[config.mk]
export PLATFORM = sky130hd
export DESIGN_NAME = data_memory_hs
export DESIGN_NICKNAME = d
export VERILOG_FILES = /design/src/rtl/dmem_pkg.sv /design/src/rtl/dmem_array.sv /design/src/rtl/data_memory_hs.sv
export SDC_FILE = /design/constraint.sdc
export NUM_CORES = 2
export LEC_CHECK = 0
export BUFFER_PORTS_ARGS = -buffer_cell sky130_fd_sc_hd__buf_2
export CAP_MARGIN = 30
export CORE_MARGIN = 5
export CORE_UTILIZATION = 65
export CTS_CLUSTER_DIAMETER = 120
export DETAILED_ROUTE_END_ITERATION = 8
export PLACE_DENSITY = 0.81
export SYNTH_ARGS = -nofsm -noshare
export SYNTH_HDL_FRONTEND = slang
export SYNTH_HIERARCHICAL = 1
export SYNTH_SLANG_ARGS = --single-unit
export TNS_END_PERCENT = 10
[constraint.sdc]
create_clock -name clk -period 6.07 [get_ports clk]
set_input_delay 0.3035 -clock clk [delete_from_list [all_inputs] [get_ports clk]]
set_output_delay 0.3035 -clock clk [all_outputs]
set_load 0.05 [all_outputs]
[src/rtl/dmem_pkg.sv]
// Shared types and defaults for the handshaked data memory.
package dmem_pkg;

    typedef enum logic [1:0] {
        IDLE,
        WAIT,
        DONE
    } dmem_state_t;

    localparam int DMEM_DATA_W = 8;
    localparam int DMEM_ADDR_W = 8;
    localparam int DMEM_DEPTH  = 256;
    localparam int DMEM_CNT_W  = 4;

endpackage

[src/rtl/dmem_array.sv]
// Single-port synchronous word storage; contents are never reset.
module dmem_array
    import dmem_pkg::*;
#(
    parameter int DATA_W = DMEM_DATA_W,
    parameter int DEPTH  = DMEM_DEPTH,
    parameter int IDX_W  = $clog2(DMEM_DEPTH)
) (
    input  logic              clk,
    input  logic              en,
    input  logic              we,
    input  logic [IDX_W-1:0]  idx,
    input  logic [DATA_W-1:0] wdata,
    output logic [DATA_W-1:0] rdata
);

    logic [DATA_W-1:0] mem [DEPTH];

    // rdata only moves on reads, so it holds the last read word across writes
    always_ff @(posedge clk) begin
        if (en) begin
            if (we) begin
                mem[idx] <= wdata;
            end else begin
                rdata <= mem[idx];
            end
        end
    end

endmodule

[src/rtl/data_memory_hs.sv]
// Data memory with req/ack handshake, configurable wait states, one transaction in flight.
// Optional out-of-range detection with err output under macro DMEM_BOUNDS_CHECK_EN.
module data_memory_hs
    import dmem_pkg::*;
#(
    parameter int DATA_W      = DMEM_DATA_W,
    parameter int ADDR_W      = DMEM_ADDR_W,
    parameter int DEPTH       = DMEM_DEPTH,
    parameter int WAIT_STATES = 0
) (
    input  logic              clk,
    input  logic              rst_n,
    input  logic              req,
    input  logic              we,
    input  logic [ADDR_W-1:0] addr,
    input  logic [DATA_W-1:0] wdata,
    output logic [DATA_W-1:0] rdata,
    output logic              ack,
    output logic              busy
`ifdef DMEM_BOUNDS_CHECK_EN
    ,
    output logic              err
`endif
);

    localparam int IDX_W = (DEPTH > 1) ? $clog2(DEPTH) : 1;
    localparam logic [DMEM_CNT_W-1:0] WAIT_INIT =
        (WAIT_STATES > 0) ? DMEM_CNT_W'(WAIT_STATES - 1) : '0;

    dmem_state_t           state;
    logic [DMEM_CNT_W-1:0] cnt;
    logic                  we_q;
    logic [ADDR_W-1:0]     addr_q;
    logic [DATA_W-1:0]     wdata_q;
    logic                  rd_ok;
    logic [DATA_W-1:0]     arr_rdata;

    logic                  go_done;
    logic                  acc_we;
    logic [ADDR_W-1:0]     acc_addr;
    logic [DATA_W-1:0]     acc_wdata;
    logic                  in_range;
    logic                  arr_en;
    logic                  unused_addr;

    // With no wait states the access happens on the accept edge, so it uses the live inputs
    always_comb begin
        go_done   = 1'b0;
        acc_we    = we_q;
        acc_addr  = addr_q;
        acc_wdata = wdata_q;
        case (state)
            IDLE: begin
                go_done   = req && (WAIT_STATES == 0);
                acc_we    = we;
                acc_addr  = addr;
                acc_wdata = wdata;
            end
            WAIT:    go_done = (cnt == '0);
            default: go_done = 1'b0;
        endcase
    end

`ifdef DMEM_BOUNDS_CHECK_EN
    assign in_range = ({1'b0, acc_addr} < (ADDR_W + 1)'(DEPTH));
`else
    assign in_range = 1'b1;
`endif

    assign arr_en      = go_done && in_range && rst_n;
    assign unused_addr = ^acc_addr;

    dmem_array #(
        .DATA_W (DATA_W),
        .DEPTH  (DEPTH),
        .IDX_W  (IDX_W)
    ) u_array (
        .clk    (clk),
        .en     (arr_en),
        .we     (acc_we),
        .idx    (acc_addr[IDX_W-1:0]),
        .wdata  (acc_wdata),
        .rdata  (arr_rdata)
    );

    // The storage read register has no reset; rd_ok masks it to zero until a valid read lands
    assign rdata = rd_ok ? arr_rdata : '0;

    always_ff @(posedge clk or negedge rst_n) begin
        if (!rst_n) begin
            state   <= IDLE;
            cnt     <= '0;
            ack     <= 1'b0;
            busy    <= 1'b0;
            we_q    <= 1'b0;
            addr_q  <= '0;
            wdata_q <= '0;
            rd_ok   <= 1'b0;
`ifdef DMEM_BOUNDS_CHECK_EN
            err     <= 1'b0;
`endif
        end else begin
            ack <= 1'b0;
`ifdef DMEM_BOUNDS_CHECK_EN
            err <= 1'b0;
`endif
            case (state)
                IDLE: begin
                    if (req) begin
                        we_q    <= we;
                        addr_q  <= addr;
                        wdata_q <= wdata;
                        busy    <= 1'b1;
                        if (WAIT_STATES > 0) begin
                            state <= WAIT;
                            cnt   <= WAIT_INIT;
                        end else begin
                            state <= DONE;
                        end
                    end
                end
                WAIT: begin
                    if (cnt != '0) begin
                        cnt <= cnt - 1'b1;
                    end else begin
                        state <= DONE;
                    end
                end
                DONE: begin
                    state <= IDLE;
                    busy  <= 1'b0;
                end
                default: begin
                    state <= IDLE;
                    busy  <= 1'b0;
                end
            endcase

            if (go_done) begin
                ack <= 1'b1;
                if (!acc_we) begin
                    rd_ok <= in_range;
                end
`ifdef DMEM_BOUNDS_CHECK_EN
                err <= !in_range;
`endif
            end
        end
    end

endmodule

# == Word-level counts from Yosys, hierarchy flattened ==
# Memory sizes are Yosys's and may differ from the RTL's. A register that Yosys moved wholly into a read port is not among the register bits.
# Index checks and enable logic that the tools add are counted.
# word_totals
register_bits,26
out_inout_bits,10
inputBits,20
word_cells,39
latch_bits,0
mem_bits_ro,0
memories,1
ram_bits,2048
# memory_table
memory,words,word_bits,read_ports,rd_clocked_by_memory_dff,write_ports,line,source
u_array.mem,256,8,1,1,1,dmem_array.sv:17,logic [DATA_W-1:0] mem [DEPTH];
# classes
n_lt_le_gt_ge,0
reduce_logical,10
n_eq_ne,3
muxes,14
add_sub_neg,1
n_bitwise,2
div_mod_pow,0
shift,0
multipliers,0
# op_table
operator,n
8-bit two-way mux,3
2-bit AND reduction,6
1-bit two-way mux,6
4-bit logical NOT,1
2-bit two-way mux,2
2-bit inequality test (second input constant),2
1-bit case mux with 2 select lines,2
2-bit case mux with 2 select lines,1
4-bit nonzero test,1
4-bit by 1-bit subtractor with 4-bit output (second input constant),1
2-bit by 1-bit equality test with 1-bit output (second input constant),1
2-bit logical NOT,1
1-bit NOT,2
1-bit logical AND,1

# == Longest topological paths before layout ==
# depth
word_depth,5
mapped_depth,12
ltp_nobuf,7

# == Cells and area by module ==
# Netlist, hierarchy kept.
# modules_own_cells
module,seq_area_each_um2,area_per_inst_um2,cells_each,n_inst
dmem_array,61739.2,78376.4,3526,1
data_memory_hs,500.5,1041.0,71,1

# == Worst setup path before layout ==
# No wires, ideal clock.
# synth_path
kind,register to register
from,"register, netlist name busy"
to,memory u_array/mem[114][0] (netlist bit) (enable)
t_arrival_ns,3.206
path_stages_with_launch,12
synth_period_minus_slack_ns,3.576
path_buffers,7
t_required_ns,5.700
setup_time_ns,0.370
setup_slack_ns,2.494
path_cell_list,dfrtp_1 > buf_6 > buf_2 > mux2_2 > buf_2 > buf_6 > buf_2 > buf_2 > nor3b_1 > nand2_1 > clkbuf_1 > nor2_1
# synth_rtl
item,line
end: declaration,dmem_array.sv:17

==> summary.txt <==
Timing
  – Final Skew: 0.04275 ns
  – RSZ-0062 raised after global routing: false
  – Worst slew pin tran: roughly 1.2 ns
  – Fin. Hold Viols: 0
  – Final min period: 4.792 ns
  – Setup tns final: 0 ns
  – Final Max Slew Viols: 0
  – Worst setup margin: roughly 1.3 ns
  – F_max: about 0.21 GHz
  – Crit share post-route: 78.95%
  – Headroom to the max-slew limit: between 15 and 20%
  – Final setup violation count: 0
  – Final hold slack: 0.3061 ns

GRT
  – Met3 usage: between 8 and 9%
  – GRT Overall Usage: ~32%
  – Vias in the first global route: slightly above 40k
  – Met1 usage: a little over two fifths
  – Met2 usage: approximately half
  – GR peak layer: met2
  – Initial antenna violation count: 9
  – First-pass GRT wire length: around 300000 um
  – Grt ovf: 0
  – Largest net degree at the start of global routing: roughly 150

Synthesis
  – Cells after synthesis: 3597
  – Top area cells in the synthesized netlist: edfxtp_1, mux4_2, a22oi_1
  – Post-synth top cells: edfxtp_1, mux4_2, nor2_1
  – Primary FF master, synth: edfxtp_1
  – Cell with the most instances after synthesis: edfxtp_1
  – Syn nets: 3617
  – Yosys top cell area share: between 70 and 80%
  – Yosys warnings: 6
  – Synth area leader: edfxtp_1
  – Average size of a mapped cell: approximately 22 um2
  – Cell area after synthesis: roughly 80000 um2
  – Sequential area share after synthesis: around four fifths
  – Ys async rst share: less than 1%
  – Number of synthesized flops with an enable pin: just over 2k
  – Number of synthesized register bits: a little over 2k
  – Post-synthesis cell type count: 28

Final layout
  – Post-layout util: between 70% and 80%
  – Area growth from synthesis to layout: 10.79%
  – Proportion of layout cells with a drive suffix above 1: between 20% and 30%
  – Final nets: ~3.7k
  – Final Instance Area: 87990 um2
  – Fin cells: between 5k and 6k

Power
  – Internal Power: 23.59 mW
  – Gate power share: about a tenth
  – Sw frac: roughly a quarter
  – Overall Power: around 30 mW
  – PD cells: about 350 nW/um2
  – Clk pwr share: between 30% and 40%
  – P_leak: 26.84 nW
  – VDD IR max: approximately 360 uV
  – Switch Pwr: roughly 7.3 mW
  – Sequential share of power: 52.2%

Route
  – Vias per cell: approximately 7.5
  – WL/cell: approximately 39 um
  – Drt first pass iters: 7
  – Post-route DRC: 0
  – DRT iter0 DRCs: 7519
  – Vias: a little over 40k
  – DRT antenna net count: 0
  – WL final: 211900 um

Min path
  – Min-Delay Path Class: in -> reg
  – Worst hold start: wdata[2]

Clocking
  – Clk_lat worst skew: ~0.83 ns
  – Worst-path clk slew: roughly 0.07 ns
  – Sink Count: 2076
  – H-tree depth: 4
  – PostCTS Resize Cnt: 0
  – Post-CTS setup buffers: 0
  – Total CTS buffers: about 190
  – Root Buffer: clkbuf_16
  – CTS tree: built
  – Longest Clk Path Bufs: 3

Critical path
  – Arrival time worst endpoint: between 5 and 6 ns
  – Worst setup EP type: flop
  – Startpoint Class: flop
  – Most common cell on crit path: buf_4
  – Reg2reg start: busy
  – Worst path top cell family by delay: compound AO/OA/AOI/OAI gates
  – CP required: roughly 6.6 ns
  – Buf/Inv on CP: 3
  – Max FO, Critical Path: 76
  – CP Launch Point: busy
  – Crit-path cells: mux2_8, buf_16, buf_4, buf_4, mux4_2, a22oi_1, a21oi_1, o41ai_1, nand4_1
  – Slowest cell on the critical path: o41ai_1
  – Crit Path Class: reg -> reg
  – Worst path max stage delay: approximately 0.88 ns

Die
  – Row count: 128
  – IO Count: 30
  – Die X: about 360 um
  – Starting density of the core: 65.33%
  – DIE AREA: around 130000 um2
  – Die H: approximately 360 um
  – Core area: 121600 um2

Placed design
  – Cell area after placement: 81640 um2
  – Placed insts: around 5.1k
  – Port Buf Inserts: 29
  – RePlAce Congestion: ~0.83
  – Pre-CTS setup slack: roughly 1.3 ns
  – Hpwl dp: around 110000 um

Run status
  – Outcome: finished clean

Run
  – Max_cap viols: 0
-- worst register-to-register path, cell delays in order (launching register included) --
cell	delay (ns)
dfrtp_1	0.41
mux2_8	0.32
buf_16	0.43
buf_4	0.68
buf_4	0.44
mux4_2	0.56
a22oi_1	0.38
a21oi_1	0.21
o41ai_1	0.88
nand4_1	0.21
-- layer usage --
metal  share of wire [%]  wire length (um)
met1                  31             66710
met3                  13             28420
met4                 6.1             12850
met2                  49            103800
met5               0.011                23
-- power by group through the flow --
stage	logic, mW	clock network (mW)	registers (mW)
after global placement	2.72	0	16.4
final	2.95	11.8	16.1
after CTS	2.87	11.7	16.1
after floorplan	1.80	0	16.5
after global routing	3.05	12.5	16.1
after detailed placement	2.80	0	16.4
-- sequential cells by signal, indices dropped and copies added (netlist names) --
register / flops
ack: 1
addr_q: 8
busy: 1
rd_ok: 1
u_array/mem: 2048
u_array/rdata: 8
wdata_q: 8
we_q: 1
-- placed cells by master (no fill, tap or decap), types with 3 or more instances in the layout --
cell,synthesis,layout
nand2_1,30,19
dfrtp_1,20,20
buf_4,11,55
mux2_4,8,8
a21oi_1,128,128
nor2b_1,7,4
bufinv_16,0,12
clkinv_8,0,6
o41ai_1,32,29
dlygate4sd3_1,0,20
clkbuf_8,0,5
buf_2,42,34
buf_12,0,21
nand4_1,8,8
mux4_2,512,512
inv_6,0,4
clkbuf_16,0,195
clkbuf_1,143,55
diode_2,0,11
nand3_1,4,4
clkinv_2,0,25
mux2_2,26,16
and2_1,11,10
edfxtp_1,2056,2056
buf_16,0,3
mux2_8,0,10
nor2_1,259,258
nand2_2,0,11
o41ai_2,0,3
a22oi_1,256,256
clkinv_1,0,51
-- logic make-up (layout without fill, tap and decap cells) --
| logic type | count (synthesis) | in the layout | share of synthesized area (%) |
|---|---|---|---|
| AOI/OAI and AO/OA | 417 | 417 | 3.589 |
| buffers and inverters | 231 | 496 | 1.328 |
| and+or+nand+nor | 327 | 327 | 1.673 |
| other | 0 | 11 | 0 |
| muxes | 546 | 546 | 15.04 |
| DFF | 2076 | 2076 | 78.37 |
-- what timing repair did --
action                                 CTS  global route
endpoints found under the hold margin   39             0
hold buffers                            20             0
setup endpoints to repair                0             0
-- worst paths after layout --
path                                    endpoint  slack [ns]  depth (start not counted)
min in group asynchronous             wdata_q[2]        0.81                          3
worst max-delay path            u_array/rdata[0]        1.28                          9
worst min register to register         addr_q[4]        0.52                          1
worst min-delay path                  wdata_q[2]        0.31                          3
max in group asynchronous              addr_q[3]        4.65                          3
worst max register to register  u_array/rdata[0]        1.28                          9
-- final cells by class --
cell class | instances | area (um2)
Tap cell | 1625 | 2033
Timing Repair Buffer | 136 | 1314
Antenna cell | 11 | 27.53
Inverter | 2 | 7.507
Fill cell | 6243 | 33570
Sequential cell | 2076 | 62240
Clock buffer | 255 | 5155
Clock inverter | 103 | 862.1
Multi-Input combinational cell | 1290 | 16350
No activity file was read; power rests on OpenSTA's default activity.
